==> src/rtl/mmu_pkg.sv <==
// Shared types for the MMU sequencer and its skew/deskew neighbours.
// Holds the controller state enum and the output-latency derivation.
package mmu_pkg;

  typedef enum logic [2:0] {
    S_IDLE,
    S_WLOAD,
    S_WSETTLE,
    S_STREAM,
    S_DRAIN,
    S_DONE
  } mmu_ctrl_state_t;

  // Cycles from an activation read strobe to its result
  // leaving the bottom of the array: buffer read, then
  // DIM rows down plus DIM-1 columns across.
  function automatic int out_lat(input int dim, input int rd_lat);
    return rd_lat + 2 * dim - 1;
  endfunction

endpackage

==> src/rtl/mmu_delay_line.sv <==
// Fixed-depth shift-register delay used to align strobes.
// Ports: clk, rst (sync, active-high), i_d in, o_q = i_d delayed DEPTH cycles.
module mmu_delay_line #(
  parameter int W     = 1,
  parameter int DEPTH = 1
) (
  input  logic         clk,
  input  logic         rst,
  input  logic [W-1:0] i_d,
  output logic [W-1:0] o_q
);

  logic [W-1:0] r_sr [DEPTH];

  always_ff @(posedge clk) begin
    if (rst) begin
      for (int i = 0; i < DEPTH; i++) r_sr[i] <= '0;
    end else begin
      r_sr[0] <= i_d;
      for (int i = 1; i < DEPTH; i++) r_sr[i] <= r_sr[i-1];
    end
  end

  assign o_q = r_sr[DEPTH-1];

endmodule

==> src/rtl/mmu_ctrl.sv <==
// Command sequencer for the weight-stationary systolic array:
// weight preload, activation streaming, output-write scheduling.
// Ports: cmd_* handshake/fields in; w_rd_*, a_rd_*, o_wr_* buffer
// strobes/addresses, arr_w_wen/arr_en array entry, busy/done out.
module mmu_ctrl
  import mmu_pkg::*;
#(
  parameter int DIM    = 8,
  parameter int ADDR_W = 10,
  parameter int ROWS_W = 10,
  parameter int RD_LAT = 1
) (
  input  logic              clk,
  input  logic              rst,
  input  logic              cmd_valid,
  output logic              cmd_ready,
  input  logic              cmd_skip_wload,
  input  logic [ROWS_W-1:0] cmd_num_rows,
  input  logic [ADDR_W-1:0] cmd_w_base,
  input  logic [ADDR_W-1:0] cmd_a_base,
  input  logic [ADDR_W-1:0] cmd_o_base,
  output logic              w_rd_en,
  output logic [ADDR_W-1:0] w_rd_addr,
  output logic              a_rd_en,
  output logic [ADDR_W-1:0] a_rd_addr,
  output logic              arr_w_wen,
  output logic              arr_en,
  output logic              o_wr_en,
  output logic [ADDR_W-1:0] o_wr_addr,
  output logic              busy,
  output logic              done
);

  localparam int OUT_LAT = out_lat(DIM, RD_LAT);
  localparam int SW      = $clog2(DIM + RD_LAT + 1);
  localparam int CW      = ROWS_W + 1;

  // WSETTLE exits once arr_w_wen has been low for DIM cycles;
  // counting from WSETTLE entry that is DIM+RD_LAT cycles.
  localparam logic [SW-1:0] SETTLE_END = SW'(DIM + RD_LAT - 1);
  localparam logic [SW-1:0] WLOAD_END  = SW'(DIM);

  mmu_ctrl_state_t r_state;

  logic              r_cmd_ready;
  logic              r_busy;
  logic              r_done;
  logic              r_w_rd_en;
  logic [ADDR_W-1:0] r_w_rd_addr;
  logic              r_a_rd_en;
  logic [ADDR_W-1:0] r_a_rd_addr;
  logic [SW-1:0]     r_wcnt;
  logic [CW-1:0]     r_rcnt;
  logic [CW-1:0]     r_m;
  logic [ADDR_W-1:0] r_a_base;

  logic              r_o_wr_en;
  logic [ADDR_W-1:0] r_o_wr_addr;
  logic [ADDR_W-1:0] r_o_ptr;
  logic [CW-1:0]     r_wr_left;

  logic w_accept;
  logic w_wr_pre;
  logic w_arr_w_wen;
  logic w_arr_en;

  assign w_accept = (r_state == S_IDLE) && cmd_valid;

  always_ff @(posedge clk) begin
    if (rst) begin
      r_state     <= S_IDLE;
      r_cmd_ready <= 1'b1;
      r_busy      <= 1'b0;
      r_done      <= 1'b0;
      r_w_rd_en   <= 1'b0;
      r_w_rd_addr <= '0;
      r_a_rd_en   <= 1'b0;
      r_a_rd_addr <= '0;
      r_wcnt      <= '0;
      r_rcnt      <= '0;
      r_m         <= '0;
      r_a_base    <= '0;
    end else begin
      r_done    <= 1'b0;
      r_w_rd_en <= 1'b0;
      r_a_rd_en <= 1'b0;
      unique case (r_state)
        S_IDLE: begin
          if (cmd_valid) begin
            r_m         <= {1'b0, cmd_num_rows};
            r_a_base    <= cmd_a_base;
            r_cmd_ready <= 1'b0;
            r_busy      <= 1'b1;
            if (!cmd_skip_wload) begin
              // Bottom row first: the chain shifts downward.
              r_state     <= S_WLOAD;
              r_w_rd_en   <= 1'b1;
              r_w_rd_addr <= cmd_w_base + ADDR_W'(DIM - 1);
              r_wcnt      <= SW'(1);
            end else if (cmd_num_rows != '0) begin
              r_state     <= S_STREAM;
              r_a_rd_en   <= 1'b1;
              r_a_rd_addr <= cmd_a_base;
              r_rcnt      <= CW'(1);
            end else begin
              r_state <= S_DONE;
              r_done  <= 1'b1;
            end
          end
        end
        S_WLOAD: begin
          if (r_wcnt < WLOAD_END) begin
            r_w_rd_en   <= 1'b1;
            r_w_rd_addr <= r_w_rd_addr - ADDR_W'(1);
            r_wcnt      <= r_wcnt + SW'(1);
          end else begin
            r_state <= S_WSETTLE;
            r_wcnt  <= '0;
          end
        end
        S_WSETTLE: begin
          if (r_wcnt == SETTLE_END) begin
            if (r_m != '0) begin
              r_state     <= S_STREAM;
              r_a_rd_en   <= 1'b1;
              r_a_rd_addr <= r_a_base;
              r_rcnt      <= CW'(1);
            end else begin
              r_state <= S_DONE;
              r_done  <= 1'b1;
            end
          end else begin
            r_wcnt <= r_wcnt + SW'(1);
          end
        end
        S_STREAM: begin
          if (r_rcnt < r_m) begin
            r_a_rd_en   <= 1'b1;
            r_a_rd_addr <= r_a_rd_addr + ADDR_W'(1);
            r_rcnt      <= r_rcnt + CW'(1);
          end else begin
            r_state <= S_DRAIN;
          end
        end
        S_DRAIN: begin
          // r_wr_left reaches zero as the last write is registered,
          // so done lands one cycle after that write.
          if (r_wr_left == '0) begin
            r_state <= S_DONE;
            r_done  <= 1'b1;
          end
        end
        S_DONE: begin
          r_state     <= S_IDLE;
          r_busy      <= 1'b0;
          r_cmd_ready <= 1'b1;
        end
        default: begin
          r_state <= S_IDLE;
        end
      endcase
    end
  end

  // Output writes follow the activation strobe through a fixed
  // delay, independent of the FSM; one stage is taken by the
  // address register below.
  mmu_delay_line #(
    .W     (1),
    .DEPTH (OUT_LAT - 1)
  ) u_out_dly (
    .clk (clk),
    .rst (rst),
    .i_d (r_a_rd_en),
    .o_q (w_wr_pre)
  );

  always_ff @(posedge clk) begin
    if (rst) begin
      r_o_wr_en   <= 1'b0;
      r_o_wr_addr <= '0;
      r_o_ptr     <= '0;
      r_wr_left   <= '0;
    end else begin
      r_o_wr_en <= w_wr_pre;
      if (w_wr_pre) begin
        r_o_wr_addr <= r_o_ptr;
        r_o_ptr     <= r_o_ptr + ADDR_W'(1);
        r_wr_left   <= r_wr_left - CW'(1);
      end
      if (w_accept) begin
        r_o_ptr   <= cmd_o_base;
        r_wr_left <= {1'b0, cmd_num_rows};
      end
    end
  end

  mmu_delay_line #(
    .W     (1),
    .DEPTH (RD_LAT)
  ) u_wen_dly (
    .clk (clk),
    .rst (rst),
    .i_d (r_w_rd_en),
    .o_q (w_arr_w_wen)
  );

  mmu_delay_line #(
    .W     (1),
    .DEPTH (RD_LAT)
  ) u_en_dly (
    .clk (clk),
    .rst (rst),
    .i_d (r_a_rd_en),
    .o_q (w_arr_en)
  );

  assign cmd_ready = r_cmd_ready;
  assign busy      = r_busy;
  assign done      = r_done;
  assign w_rd_en   = r_w_rd_en;
  assign w_rd_addr = r_w_rd_addr;
  assign a_rd_en   = r_a_rd_en;
  assign a_rd_addr = r_a_rd_addr;
  assign arr_w_wen = w_arr_w_wen;
  assign arr_en    = w_arr_en;
  assign o_wr_en   = r_o_wr_en;
  assign o_wr_addr = r_o_wr_addr;

endmodule

==> config.mk <==
export PLATFORM = sky130hd
export DESIGN_NAME = mmu_ctrl
export DESIGN_NICKNAME = d
export VERILOG_FILES = /design/src/rtl/mmu_pkg.sv /design/src/rtl/mmu_delay_line.sv /design/src/rtl/mmu_ctrl.sv
export SDC_FILE = /design/constraint.sdc
export NUM_CORES = 1
export LEC_CHECK = 0
export ABC_AREA = 1
export CAP_MARGIN = 30
export CORE_UTILIZATION = 40
export CTS_CLUSTER_SIZE = 30
export DETAILED_ROUTE_END_ITERATION = 10
export HOLD_SLACK_MARGIN = 0.06
export PLACE_DENSITY = 0.68
export SLEW_MARGIN = 0
export SYNTH_ARGS = -nofsm -noshare
export SYNTH_HDL_FRONTEND = slang
export SYNTH_SLANG_ARGS = --single-unit
==> constraint.sdc <==
create_clock -name clk -period 2.5 [get_ports clk]
set_clock_uncertainty 0.2 [all_clocks]
set_input_delay 0.5 -clock clk [delete_from_list [all_inputs] [get_ports clk]]
set_output_delay 0.5 -clock clk [all_outputs]
set_load 0.03 [all_outputs]
==> metrics.cfg, run 1 <==
[die]
die_x_um=123
coreArea_um2=14100
die_height_um=123
ios=82
dieArea_um2=15100
rows=43
start_util=0.415

[placed_design]
port_buffers=81
hpwlAfterDp_um=10600
dpl-instance-area_um2=6880
gp_congestion=0.867

[cells_and_area]
final_area_um2=7180
n_fill_cell=1411
drive_above_1_share=0.0623
nets=1005
antenna_cells=0
area_growth_pct=22.8

[worst_setup_path]
r2r.worst_path.cells=10
worst_r2r_startpoint=r_rcnt[2]$_SDFFE_PP0P_
cpPeakStageDelay_ns=0.73
startpoint_type=register
startpoint=a_rd_addr[0]$_SDFFE_PP0P_
cp_num_buf_inv=1
cp.required_ns=1.80
cp_slowest_cell=clkdlybuf4s50_1
endpoint_kind=primary output
path_class=reg -> out
crit_chain=clkdlybuf4s50_1
endpoint=a_rd_addr[0]
cp_max_fo=7
cp.depth=1
r2r_slack_ns=0.26
r2r-end=r_rcnt[9]$_SDFFE_PP0P_
cp_data_arrival_time_ns=1.56
critical_path.top_delay_family=buffers and inverters

[grt]
grt_overflow=0
grtUsageTotal=0.205
antenna_found_initial=0
grt_pass1_vias=5014
grt_pass1_wl_um=24300
grt_max_degree=57

[synthesis]
ys_top_cells_by_area=dfxtp_1, nand2_1, nor2_1, inv_1, nand3_1
synth_seq_cells=111
synth-seq-area-share=0.380
yosysMostFrequentCell=nand2_1
yosys_most_used_dff=dfxtp_1
ys_async_sr_fraction=0
synth_top_cell_area_share=0.380
syn-instance-count=861
syn_area_per_cell_um2=6.79
synthTopCellsByCount=nand2_1, nor2_1, inv_1
ys.warnings.count=0
synth_edf_count=0
netlist_area_um2=5850
synth_fp_nets=924
yosys.area.top_type=dfxtp_1
ys_types=39

[clock_network]
clock_sinks=111
cts.clk_slew.worst_paths_ns=0.08
cts_buffer_depth=2
cts-root-buf=clkbuf_16
cts_htree_levels=3
postCtsSetupRepairBufs=0
holdBufCountCts=0
tritoncts=built
cts_buffers=9
worst_skew_pair.late_latency_ns=0.36
cts_resized=0

[power]
power.density_nw_per_um2=1030
p_leak_nw=3.04
power.total_mw=7.40
ir_worst_vdd_uv=375

[detailed_routing]
drtIter0Drc=397
via_per_inst=4.98
vias=5618
wirelength_um=14500
antenna_left=0
drtPass1Iterations=4
routedWlPerCell_um=12.9
drc=0

[sta]
tightest_slew_ns=0.628
setup_viol=0
max_slew_margin=0.581
fin_tns_setup_ns=0
hold_viol_final=0
drv_slew=0
timing.fmax_mhz=442
fin_crit_ns=2.26
rsz0062_at_grt=no
post-route-period-util=0.905

[job]
drv_cap=0

[hold_path]
hold_class=reg -> reg

[run_status]
outcome=completed

[metrics by stage]
step / hold slack, ns / cells / utilization / worst slack, ns
global route: 0.211 / 1127 / 0.510 / 0.0619
detailed placement: 0.193 / 1111 / 0.488 / 0.201
finish: 0.203 / 1127 / 0.510 / 0.238
CTS: 0.205 / 1127 / 0.510 / 0.218
floorplan: 0.188 / 861 / - / 0.617
global placement: 0.188 / 1111 / 0.488 / 0.229
[state kept, by name, summed over array words and instances (netlist names), 3 cells and up]
register,cells
r_wr_left,11
r_o_ptr,10
r_state,3
o_wr_addr,10
r_a_base,10
a_rd_addr,10
r_wcnt,4
r_rcnt,11
r_m,10
w_rd_addr,10
u_out_dly.r_sr,15
[cell usage in the layout, fill, tap and decap left out, drive strengths merged]
cell           Yosys  routed
inv              120     124
buf               14      20
clkinv             0       3
nor3              11      11
and3               1       1
xor2              10      10
and2               1       1
nand2            169     169
clkbuf            16       9
o22ai             23      23
nand4             14      14
a31oi              9       9
o21ai             52      52
o2bb2ai            1       1
o21bai             3       3
o221ai             1       1
a21oi             61      61
o21a               2       2
nor2             125     125
nand3             79      79
nand3b             4       4
clkdlybuf4s50      0      80
o31ai              1       1
mux2i              1       1
or2                2       2
xnor2              7       7
dfxtp            111     111
o211ai             2       2
a211oi             1       1
nor4               1       1
ha                19      19
[layer usage]
metal | track usage | share of wire | vias up
met5 | 0 | 0 | -
met4 | 0.0617 | 0.011 | 0
met3 | 0.0387 | 0.044 | 12
met2 | 0.316 | 0.44 | 124
met1 | 0.287 | 0.50 | 2514
li1 | - | - | 2968
[tightest hold or removal path, cell delays in order, from the launching register on]
cell     delay [ns]
dfxtp_1        0.30
inv_1          0.04
nor2_1         0.03
[report_power, final]
group	switching, mW	internal [mW]
sequential	0.421	2.16
clock	0.762	0.718
combinational	2.05	1.29
total	3.23	4.17
[layout make-up]
| type | count | area [um^2] | share of cell area |
|---|---|---|---|
| Multi-Input combinational cell | 600 | 3020 | 0.420 |
| Sequential cell | 111 | 2220 | 0.309 |
| Clock buffer | 9 | 225 | 0.0314 |
| Inverter | 120 | 450 | 0.0627 |
| Timing Repair Buffer | 100 | 961 | 0.134 |
| Clock inverter | 7 | 78.8 | 0.0110 |
| Tap cell | 180 | 225 | 0.0314 |
[how the worst min path moves through the flow]
stage                     slack, ns  depth (start not counted)                           from                            end
final                          0.20                          2  u_out_dly.r_sr[10]$_SDFF_PP0_  u_out_dly.r_sr[11]$_SDFF_PP0_
after detailed placement       0.19                          2  u_out_dly.r_sr[10]$_SDFF_PP0_  u_out_dly.r_sr[11]$_SDFF_PP0_
after floorplan                0.19                          2   u_out_dly.r_sr[9]$_SDFF_PP0_  u_out_dly.r_sr[10]$_SDFF_PP0_
after CTS                      0.21                          2  u_out_dly.r_sr[10]$_SDFF_PP0_  u_out_dly.r_sr[11]$_SDFF_PP0_
after global placement         0.19                          2   u_out_dly.r_sr[8]$_SDFF_PP0_   u_out_dly.r_sr[9]$_SDFF_PP0_
after global routing           0.21                          2   u_out_dly.r_sr[7]$_SDFF_PP0_   u_out_dly.r_sr[8]$_SDFF_PP0_
[logic make-up (layout without fill, tap and decap cells)]
group	after synthesis	count (layout)	share of synthesized area
adder cells (fa/ha/maj)	19	19	0.0406
AO/OA/AOI/OAI	156	156	0.146
XOR/XNOR	17	17	0.0255
buffers and inverters	150	236	0.104
flip-flops	111	111	0.380
AND/OR/NAND/NOR	407	407	0.302
multiplexers	1	1	0.00171
No activity file was read; power rests on OpenSTA's default activity.
==> run 2: changes to the inputs <==
CORE_UTILIZATION = 29   (was 40)
PLACE_DENSITY = 0.55   (was 0.68)
SLEW_MARGIN = 20   (was 0)
==> run 2 against run 1 <==
Effect of this change: setup slack got worse by 0.0087 ns; highest routed layer unchanged; die area grew 37%; via count increased by 0.21%; maximum frequency shrank 0.38%; register-to-register slack hardly changed; combinational power increased by 1%; sequential share of layout area fell by 0.45 points; non-clock buffer count grew 2; cell area is 1.5% higher; wire length rose by 6.8%; utilization down 14 points.
==> metrics.cfg, run 2 (synthesis results as in run 1) <==
[run_status]
outcome=completed  ; unchanged

[die]
dieArea_um2=20700  ; was 15,100 um^2
coreArea_um2=19600  ; was 14,100 um^2
rows=51  ; was 43
start_util=0.299  ; was 0.415
die_height_um=144  ; was 123 um
ios=82  ; unchanged
die_x_um=144  ; was 123 um

[worst_setup_path]
r2r-end=r_rcnt[7]$_SDFFE_PP0P_  ; was r_rcnt[9]$_SDFFE_PP0P_
endpoint=a_rd_addr[0]  ; unchanged
startpoint_type=register  ; unchanged
cp_slowest_cell=clkdlybuf4s50_1  ; unchanged
cp_data_arrival_time_ns=1.57  ; was 1.56 ns
cpPeakStageDelay_ns=0.73  ; about the same
path_class=reg -> out  ; unchanged
worst_r2r_startpoint=r_rcnt[2]$_SDFFE_PP0P_  ; unchanged
r2r_slack_ns=0.25  ; was 0.26 ns
endpoint_kind=primary output  ; unchanged
cp.depth=1  ; unchanged
cp_num_buf_inv=1  ; unchanged
cp.required_ns=1.80  ; about the same
startpoint=a_rd_addr[0]$_SDFFE_PP0P_  ; unchanged
cp_max_fo=7  ; unchanged
r2r.worst_path.cells=10  ; unchanged
critical_path.top_delay_family=buffers and inverters  ; unchanged
crit_chain=clkdlybuf4s50_1  ; unchanged

[grt]
grt_pass1_vias=5038  ; was 5,014
grt_overflow=0  ; unchanged
grt_max_degree=57  ; unchanged
antenna_found_initial=0  ; unchanged
grtUsageTotal=0.154  ; was 0.205
grt_pass1_wl_um=25100  ; was 24,300 um

[sta]
hold_viol_final=0  ; unchanged
setup_viol=0  ; unchanged
fin_crit_ns=2.27  ; was 2.26 ns
drv_slew=0  ; unchanged
timing.fmax_mhz=440  ; was 442 MHz
fin_tns_setup_ns=0  ; unchanged
post-route-period-util=0.908  ; was 0.905
rsz0062_at_grt=no  ; unchanged
whs_ns=0.190  ; was 0.203 ns
max_slew_margin=0.579  ; was 0.581
tightest_slew_ns=0.631  ; was 0.628 ns

[hold_path]
hold_depth=2  ; unchanged
hold_class=reg -> reg  ; unchanged

[detailed_routing]
drtIter0Drc=405  ; was 397
wirelength_um=15500  ; was 14,500 um
wl_met3_um=850  ; was 641 um
antenna_left=0  ; unchanged
via_per_inst=4.64  ; was 4.98
routedWlPerCell_um=12.8  ; was 12.9 um
vias=5630  ; was 5,618
highest_layer=met4  ; unchanged
drt-met1-wl_um=7770  ; was 7300 um
drtPass1Iterations=5  ; was 4
drc=0  ; unchanged
wl_met2_um=6730  ; was 6430 um

[clock_network]
cts_buffer_depth=2  ; unchanged
cts.clk_slew.worst_paths_ns=0.08  ; about the same
cts_htree_levels=3  ; unchanged
tritoncts=built  ; unchanged
clock_sinks=111  ; unchanged
postCtsSetupRepairBufs=0  ; unchanged
holdBufCountCts=0  ; unchanged
cts-root-buf=clkbuf_16  ; unchanged
worst_skew_pair.late_latency_ns=0.36  ; about the same
cts_buffers=9  ; unchanged
cts_resized=0  ; unchanged

[cells_and_area]
register_area_um2=2220  ; unchanged
drive_above_1_share=0.0643  ; was 0.0623
multiInputGateArea_um2=3020  ; unchanged
area_growth_pct=24.6  ; was 22.8%
mostFrequentLayoutCells=nand2_1, nor2_1, inv_1, dfxtp_1, clkdlybuf4s50_1  ; unchanged
layout_commonest_cell=nand2_1  ; unchanged
nets=1007  ; was 1,005
n_fill_cell=2104  ; was 1,411
antenna_cells=0  ; unchanged
largest_reg_flops=15  ; unchanged
regMostFlops=u_out_dly.r_sr  ; unchanged
top_regs=u_out_dly.r_sr (15), r_rcnt (11), r_wr_left (11)  ; unchanged

[power]
power.density_nw_per_um2=1010  ; was 1030 nW/um^2
p_leak_nw=3.04  ; about the same
ir_worst_vdd_uv=354  ; was 375 uV

[placed_design]
port_buffers=81  ; unchanged
hpwlAfterDp_um=11500  ; was 10,600 um
gp_congestion=0.816  ; was 0.867

[job]
drv_cap=0  ; unchanged

## run 2: changes by cell type in the layout (fill, tap and decap cells not counted)
cell / change
inv_6: +1
inv_8: -1
buf_4: +2
clkinv_8: -1
clkinv_2: +1
clkinv_4: -1
clkinvlp_4: +1
## run 2: worst min path at each step
stage,slack [ns],end,startpoint
after global placement,0.19,u_out_dly.r_sr[7]$_SDFF_PP0_,u_out_dly.r_sr[6]$_SDFF_PP0_
after global routing,0.21,u_out_dly.r_sr[13]$_SDFF_PP0_,u_out_dly.r_sr[12]$_SDFF_PP0_
after detailed placement,0.19,u_out_dly.r_sr[7]$_SDFF_PP0_,u_out_dly.r_sr[6]$_SDFF_PP0_
final,0.19,u_out_dly.r_sr[13]$_SDFF_PP0_,u_out_dly.r_sr[12]$_SDFF_PP0_
after CTS,0.20,u_out_dly.r_sr[13]$_SDFF_PP0_,u_out_dly.r_sr[12]$_SDFF_PP0_
after floorplan,0.19,u_out_dly.r_sr[10]$_SDFF_PP0_,u_out_dly.r_sr[9]$_SDFF_PP0_
## run 2: through the flow
stage | power [mW] | cells | setup slack (ns) | instance area (um^2) | util
floorplan | 4.96 | 861 | 0.617 | 5850 | -
global placement | 5.95 | 1198 | 0.0956 | 7000 | 0.357
detailed placement | 5.98 | 1198 | 0.0389 | 7000 | 0.357
CTS | 7.44 | 1214 | 0.210 | 7290 | 0.372
global route | 7.99 | 1214 | 0.0522 | 7290 | 0.372
finish | 7.38 | 1214 | 0.230 | 7290 | 0.372
## run 2: layer usage
layer / track usage / vias up
met2: 0.235 / 127
li1: - / 2964
met4: 0.0521 / 0
met3: 0.0225 / 10
met5: 0 / -
met1: 0.220 / 2529
## run 2: layout make-up
cell class	instances	share of cell area
clock inverters	7	0.00875
inverters	120	0.0618
clock buffers	9	0.0309
repair buffers	102	0.134
flip-flops and latches	111	0.305
well taps	265	0.0455
multi-input cells	600	0.414
## run 2: power breakdown
part	leakage, nW	internal (mW)	switching [mW]	total, mW
combinational	1.99	1.29	2.09	3.38
clock	0.142	0.703	0.730	1.43
sequential	0.907	2.16	0.412	2.57
==> run 3: changes to the inputs <==
CTS_BUF_LIST = sky130_fd_sc_hd__clkbuf_8   (was unset)
==> run 3 against run 2 <==
Effect of this change: power fell by 4.6%; die area unchanged; critical path depth unchanged; cell area shrank 1.4%; global-route usage up 0.065 points; sequential power barely moved; utilization decreased by 0.52 points; critical path type unchanged.
==> metrics.cfg, run 3 (synthesis results as in run 1) <==
[cells_and_area]
top_regs=u_out_dly.r_sr (15), r_rcnt (11), r_wr_left (11)  ; unchanged
layout_commonest_cell=nand2_1  ; unchanged
utilization=0.367  ; was 0.372
final_area_um2=7190  ; was 7290 um^2
largest_reg_flops=15  ; unchanged
area_growth_pct=22.9  ; was 24.6%
regMostFlops=u_out_dly.r_sr  ; unchanged
drive_above_1_share=0.0643  ; unchanged
stdcell_count=1214  ; unchanged
nets=1007  ; unchanged
n_fill_cell=2121  ; was 2,104
antenna_cells=0  ; unchanged
mostFrequentLayoutCells=nand2_1, nor2_1, inv_1, dfxtp_1, clkdlybuf4s50_1  ; unchanged

[detailed_routing]
wirelength_um=15500  ; about the same
drtPass1Iterations=5  ; unchanged
vias=5620  ; was 5,630
drtIter0Drc=406  ; was 405
routedWlPerCell_um=12.8  ; about the same
drc=0  ; unchanged
antenna_left=0  ; unchanged
via_per_inst=4.63  ; was 4.64

[sta]
timing.fmax_mhz=431  ; was 440 MHz
setup_viol=0  ; unchanged
fin_ws_ns=0.180  ; was 0.230 ns
fin_tns_setup_ns=0  ; unchanged
fin_crit_ns=2.32  ; was 2.27 ns
whs_ns=0.190  ; about the same
max_slew_margin=0.577  ; was 0.579
drv_slew=0  ; unchanged
hold_viol_final=0  ; unchanged
tightest_slew_ns=0.634  ; was 0.631 ns
rsz0062_at_grt=no  ; unchanged
post-route-period-util=0.928  ; was 0.908

[die]
start_util=0.299  ; unchanged
die_x_um=144  ; unchanged
coreArea_um2=19600  ; unchanged
ios=82  ; unchanged
dieArea_um2=20700  ; unchanged
rows=51  ; unchanged
die_height_um=144  ; unchanged

[worst_setup_path]
path_class=reg -> out  ; unchanged
worst_r2r_startpoint=r_rcnt[2]$_SDFFE_PP0P_  ; unchanged
cp.required_ns=1.80  ; about the same
startpoint_type=register  ; unchanged
crit_chain=clkdlybuf4s50_1  ; unchanged
cpPeakStageDelay_ns=0.73  ; about the same
cp_slowest_cell=clkdlybuf4s50_1  ; unchanged
r2r.worst_path.cells=10  ; unchanged
cp_data_arrival_time_ns=1.62  ; was 1.57 ns
cp.depth=1  ; unchanged
cp_max_fo=7  ; unchanged
critical_path.top_delay_family=buffers and inverters  ; unchanged
endpoint_kind=primary output  ; unchanged
startpoint=a_rd_addr[0]$_SDFFE_PP0P_  ; unchanged
cp_num_buf_inv=1  ; unchanged

[grt]
grt_pass1_wl_um=25100  ; about the same
grt_overflow=0  ; unchanged
grt_pass1_vias=5028  ; was 5,038
grtUsageTotal=0.155  ; was 0.154
grt_max_degree=57  ; unchanged
antenna_found_initial=0  ; unchanged

[clock_network]
postCtsSetupRepairBufs=0  ; unchanged
tritoncts=built  ; unchanged
clock_sinks=111  ; unchanged
cts_resized=0  ; unchanged
cts_htree_levels=3  ; unchanged
cts.clk_slew.worst_paths_ns=0.13  ; was 0.08 ns
worst_skew_pair.late_latency_ns=0.40  ; was 0.36 ns
cts_buffer_depth=2  ; unchanged
cts-root-buf=clkbuf_8  ; was clkbuf_16
holdBufCountCts=0  ; unchanged
cts_buffers=9  ; unchanged

[job]
drv_cap=0  ; unchanged

[placed_design]
port_buffers=81  ; unchanged
dp_slack_ns=0.0389  ; unchanged
hpwlAfterDp_um=11500  ; unchanged
gp_congestion=0.816  ; unchanged
dpl-instance-area_um2=7000  ; unchanged
dp.cells=1198  ; unchanged

[hold_path]
hold_class=reg -> reg  ; unchanged
hold_depth=2  ; unchanged
min_from=u_out_dly.r_sr[12]$_SDFF_PP0_  ; unchanged

[power]
p_leak_nw=3.00  ; was 3.04 nW
power.total_mw=7.04  ; was 7.38 mW
ir_worst_vdd_uv=271  ; was 354 uV
power.density_nw_per_um2=979  ; was 1010 nW/um^2

[run_status]
outcome=completed  ; unchanged

-- run 3: area by class of cell --
cell class	instances	area, um^2	area share
flip-flops and latches	111	2220	0.309
clock buffers	9	124	0.0172
well taps	265	332	0.0461
multi-input cells	600	3020	0.420
clock inverters	7	63.8	0.00888
inverters	120	450	0.0627
repair buffers	102	976	0.136
-- run 3: routing by layer --
layer / GRT usage / vias to the layer above / share of wire
li1: - / 2958 / -
met1: 0.221 / 2541 / 0.50
met2: 0.234 / 110 / 0.43
met3: 0.0275 / 11 / 0.052
met4: 0.0470 / 0 / 0.011
met5: 0 / - / 0
-- run 3: worst paths after layout --
check / slack, ns / to
min reg2reg: 0.19 / u_out_dly.r_sr[13]$_SDFF_PP0_
max reg2reg: 0.25 / r_rcnt[7]$_SDFFE_PP0P_
min: 0.19 / u_out_dly.r_sr[13]$_SDFF_PP0_
max: 0.18 / a_rd_addr[0]
-- run 3: power breakdown --
group / switching, mW / total, mW / internal, mW / leakage, nW
logic: 2.10 / 3.38 / 1.29 / 1.99
registers: 0.412 / 2.57 / 2.16 / 0.907
clock network: 0.701 / 1.09 / 0.388 / 0.0956
